--- config.mk ---
export PLATFORM = sky130hd
export DESIGN_NAME = jorb_redirect_seq
export DESIGN_NICKNAME = d
export VERILOG_FILES = /design/src/rtl/jorb_redirect_seq.sv
export SDC_FILE = /design/constraint.sdc
export NUM_CORES = 1
export LEC_CHECK = 0
export BUFFER_PORTS_ARGS = -buffer_cell sky130_fd_sc_hd__buf_2
export CAP_MARGIN = 5
export CORE_MARGIN = 2
export CORE_UTILIZATION = 52
export CTS_BUF_LIST = sky130_fd_sc_hd__clkbuf_4 sky130_fd_sc_hd__clkbuf_8
export CTS_CLUSTER_SIZE = 10
export DETAILED_ROUTE_END_ITERATION = 6
export HOLD_SLACK_MARGIN = 0.15
export PLACE_DENSITY = 0.83
export RECOVER_POWER = 25
export SYNTH_ARGS = -nofsm -noshare
export SYNTH_HDL_FRONTEND = slang
export SYNTH_SLANG_ARGS = --single-unit
export TNS_END_PERCENT = 5
--- constraint.sdc ---
create_clock -name clk -period 2.9 [get_ports clk]
set_input_delay 0.58 -clock clk [delete_from_list [all_inputs] [get_ports clk]]
set_output_delay 0.58 -clock clk [all_outputs]
set_load 0.02 [all_outputs]
--- src/rtl/jorb_redirect_seq.sv ---
// Redirect sequencer for resolved jumps/branches in EX: issues one registered PC redirect,
// holds IF/ID flush over a drain window, squashes wrong-path EX results, keeps statistics.
module jorb_redirect_seq #(
  parameter int XLEN         = 32,
  parameter int FLUSH_CYCLES = 2,
  parameter int CNT_W        = 16
) (
  input  logic             clk,
  input  logic             rst,
  input  logic             ex_valid,
  input  logic [4:0]       ctrl_JorB,
  input  logic [1:0]       flag_result,
  input  logic [XLEN-1:0]  ex_target,
  input  logic             redirect_ready,
  output logic             redirect_valid,
  output logic [XLEN-1:0]  redirect_pc,
  output logic             flush_if,
  output logic             flush_id,
  output logic             ex_squash,
  output logic             misalign_err,
  output logic             busy,
  output logic [CNT_W-1:0] jorb_cnt,
  output logic [CNT_W-1:0] taken_cnt
);

  localparam int DW = (FLUSH_CYCLES > 1) ? $clog2(FLUSH_CYCLES) : 1;

  typedef enum logic [1:0] {IDLE, REDIR, DRAIN} StateT;

  StateT         state;
  logic [DW-1:0] drainCnt;
  logic          taken;
  logic          isJorb;

  // Branch condition decode; unlisted funct3 codes fall back to the less-than flag.
  always_comb begin
    taken  = 1'b0;
    isJorb = ctrl_JorB[4] | ctrl_JorB[3];
    if (ctrl_JorB[4]) begin
      taken = 1'b1;
    end else if (ctrl_JorB[3]) begin
      case (ctrl_JorB[2:0])
        3'b000:  taken = flag_result[1];
        3'b001:  taken = ~flag_result[1];
        3'b110:  taken = flag_result[0];
        3'b111:  taken = ~flag_result[0];
        default: taken = flag_result[0];
      endcase
    end
  end

  always_ff @(posedge clk) begin
    if (rst) begin
      state          <= IDLE;
      drainCnt       <= '0;
      redirect_valid <= 1'b0;
      redirect_pc    <= '0;
      flush_if       <= 1'b0;
      flush_id       <= 1'b0;
      ex_squash      <= 1'b0;
      misalign_err   <= 1'b0;
      busy           <= 1'b0;
      jorb_cnt       <= '0;
      taken_cnt      <= '0;
    end else begin
      misalign_err <= 1'b0;
      case (state)
        IDLE: begin
          if (ex_valid) begin
            if (isJorb && (jorb_cnt != '1)) jorb_cnt <= jorb_cnt + CNT_W'(1);
            if (taken) begin
              if (ex_target[1:0] == 2'b00) begin
                state          <= REDIR;
                redirect_pc    <= ex_target;
                redirect_valid <= 1'b1;
                flush_if       <= 1'b1;
                flush_id       <= 1'b1;
                ex_squash      <= 1'b1;
                busy           <= 1'b1;
              end else begin
                misalign_err <= 1'b1;
              end
            end
          end
        end
        REDIR: begin
          if (redirect_ready) begin
            if (taken_cnt != '1) taken_cnt <= taken_cnt + CNT_W'(1);
            redirect_valid <= 1'b0;
            if (FLUSH_CYCLES == 1) begin
              state     <= IDLE;
              flush_if  <= 1'b0;
              flush_id  <= 1'b0;
              ex_squash <= 1'b0;
              busy      <= 1'b0;
            end else begin
              state    <= DRAIN;
              drainCnt <= DW'(FLUSH_CYCLES - 1);
            end
          end
        end
        DRAIN: begin
          // The cycle spent with the counter at 1 is the last flush cycle.
          if (drainCnt <= DW'(1)) begin
            state     <= IDLE;
            drainCnt  <= '0;
            flush_if  <= 1'b0;
            flush_id  <= 1'b0;
            ex_squash <= 1'b0;
            busy      <= 1'b0;
          end else begin
            drainCnt <= drainCnt - DW'(1);
          end
        end
        default: state <= IDLE;
      endcase
    end
  end

endmodule

==> impl_metrics.yaml <==
grt:
  grt_pass1_wl_um: 11650
  grt_pass1_vias: 2808
  grt_max_degree: 66
  grt-ovfl-total: 0
  grt_antenna_before_repair: 0
  grt_usage_pct: 22.13
timing:
  fmax_mhz: 466.6
  layout_min_cycle_time_ns: 2.143
  finClkSkew_ns: 0.008299
  layout_setup_ws_ns: 0.7568
  rsz0062_at_grt: "no"
  finalSetupViolCount: 0
  tightest_slew_ns: 1.206
  hold_viol: 0
  relSlewSlack_pct: 19.60
  tns_ns: 0
  fin_crit_sh_pct: 73.90
  whs_ns: 0.4569
  final_max_slew_viol_count: 0
pwr:
  p_leak_nw: 1.589
  total_power_mw: 1.844
  ir_drop_uv: 312.9
  power.density_nw_per_um2: 469.5
placement:
  pre_cts_slack_ns: 0.4969
  portBuffers: 112
  dpl.hpwl_um: 5193
  place_congestion: 0.7959
clocking:
  clk_latency_ns: 0.34
  cts_inserted_buffers: 9
  clockBufferDepth: 2
  cts_tree: "yes"
  hold_buffers: 0
  clock_sinks: 69
  post_cts_buffers: 0
  htreeDepth: 3
  cts_resized: 0
  root_buffer: "clkbuf_8"
  clk_pin_slew_ns: 0.07
final_layout:
  nets: 518
  layout_common_cells: "80 x buf_2, 76 x nand2_1, 69 x dfxtp_1"
  nFillCells: 537
  drive_gt1_share_pct: 24.48
  antenna_cells: 0
  layout_commonest_cell: "buf_2"
  syn2layout_area_growth_pct: 22.57
  fin_util_pct: 65.95
outcome:
  outcome: "completed"
worst_setup_path:
  slowest_stage: "nor4_1"
  critPathTopFamily: "simple AND/OR/NAND/NOR gates"
  cp_num_buf_inv: 1
  worst_path_largest_cell_delay_ns: 0.75
  rr_worst_depth: 5
  end_kind: "flip-flop"
  setup.worst_path.class: "flip-flop to flip-flop"
  cp.depth: 5
  cp.required_ns: 3.13
  crit_chain: "nand4_2 > nor4_1 > buf_4 > nor3_1 > mux2_2"
  setup.worst_path.start_class: "flip-flop"
  cp_max_fo: 8
  cp.arrival_ns: 2.37
drt:
  first_iter_violations: 136
  firstDrtPassIters: 4
  vias: 3044
  wl_per_cell_um: 13.37
  vias_per_cell: 5.505
  drc_errors: 0
  drt_wl_total_um: 7393
  route.antenna.remaining_nets: 0
yosys:
  avgSynthCellArea_um2: 8.660
  synth_area_um2: 3204
  synthArstFlopShare_pct: 0
  synth_edf_count: 0
  ys_seq_elements: 69
  netlist_instances: 370
  synthFlopType: "dfxtp_1"
  synth_area_leaders: "dfxtp_1 43%, mux2i_1 10%, nand2_1 8.9%"
  synth_nets: 415
  synth_largest_area_cell: "dfxtp_1"
  yosysTopAreaCellShare_pct: 43.11
  synthDistinctLibCells: 43
  seq_area_frac_synth_pct: 43.11
  yosys_warnings: 0
die:
  die-width_um: 82.50
  die-area_um2: 6806
  core-area_um2: 5956
  rows: 28
  die_h_um: 82.50
  io-pin-count: 113
  start_util_pct: 53.80
worst_hold_path:
  whs_path_depth: 2
  hold_path_class: "flip-flop to flip-flop"
flow_run:
  drv_cap: 0
-- cells by family (layout without fill, tap and decap cells) --
family | count (synthesis) | count (layout) | synth area share, %
buffers and inverters | 33 | 141 | 4.686
adders and majority gates | 2 | 2 | 0.7808
and+or+nand+nor | 171 | 171 | 26.94
muxes | 44 | 44 | 14.17
AOI/OAI and AO/OA | 51 | 51 | 10.31
DFF | 69 | 69 | 43.11
-- sequential cells by signal, summed over array words and instances, names as in the netlist --
| name | flops |
|---|---|
| redirect_pc | 32 |
| busy | 1 |
| state | 2 |
| redirect_valid | 1 |
| jorb_cnt | 16 |
| misalign_err | 1 |
| taken_cnt | 16 |
-- area by class of cell --
class | instances | area (µm²) | area share (%)
flip-flops and latches | 69 | 1381 | 35.17
inverters | 8 | 30.03 | 0.7646
repair buffers | 117 | 566.8 | 14.43
clock inverters | 4 | 22.52 | 0.5734
multi-input cells | 268 | 1674 | 42.63
clock buffers | 12 | 158.9 | 4.046
well taps | 75 | 93.84 | 2.389
-- cell usage after synthesis (2+ instances only) --
library cell	n
nor3_1	6
a211oi_1	2
or3_1	6
nand4_1	7
o21ai_0	6
buf_2	6
clkbuf_1	13
nand2_1	76
or4_1	15
or2_2	2
a21oi_1	20
ha_1	2
mux2i_1	33
o21a_1	2
mux2_2	11
buf_1	2
dfxtp_1	69
o31ai_1	12
nor2b_1	11
nor4_1	5
nand3_1	11
nor3b_1	3
o41ai_1	2
buf_4	3
inv_1	7
nor2_1	20
and4_1	2
-- where the power goes --
group / total (mW) / leakage (nW) / switching [mW] / internal, mW
clock network: 0.717 / 0.0956 / 0.355 / 0.363
logic: 0.152 / 0.936 / 0.0920 / 0.0601
registers: 0.975 / 0.558 / 0.0106 / 0.964
-- tightest hold or removal path, stage by stage (launching register included) --
cell and delay, ns:
dfxtp_1 0.31, nand2_1 0.05, mux2i_1 0.05
-- through the flow --
stage	std cells	area [µm²]
2_1_floorplan	370	3204
6_report	553	3928
5_1_grt	553	3928
3_3_place_gp	537	3790
4_1_cts	553	3971
3_5_place_dp	537	3790
-- layer usage --
layer | track usage, % | vias up | share of wire, %
li1 | - | 1522 | -
met1 | 24.21 | 1391 | 42
met2 | 38.23 | 118 | 48
met3 | 8.261 | 13 | 8.2
met4 | 9.672 | 0 | 1.9
met5 | 0 | - | 0
-- worst paths after layout --
path                                       from               to  slack (ns)
worst max-delay path                jorb_cnt[3]      jorb_cnt[7]        0.76
worst min-delay path            redirect_pc[27]  redirect_pc[27]        0.46
worst max register to register      jorb_cnt[3]      jorb_cnt[7]        0.76
worst min register to register  redirect_pc[27]  redirect_pc[27]        0.46
(Power assumes the default switching activity.)
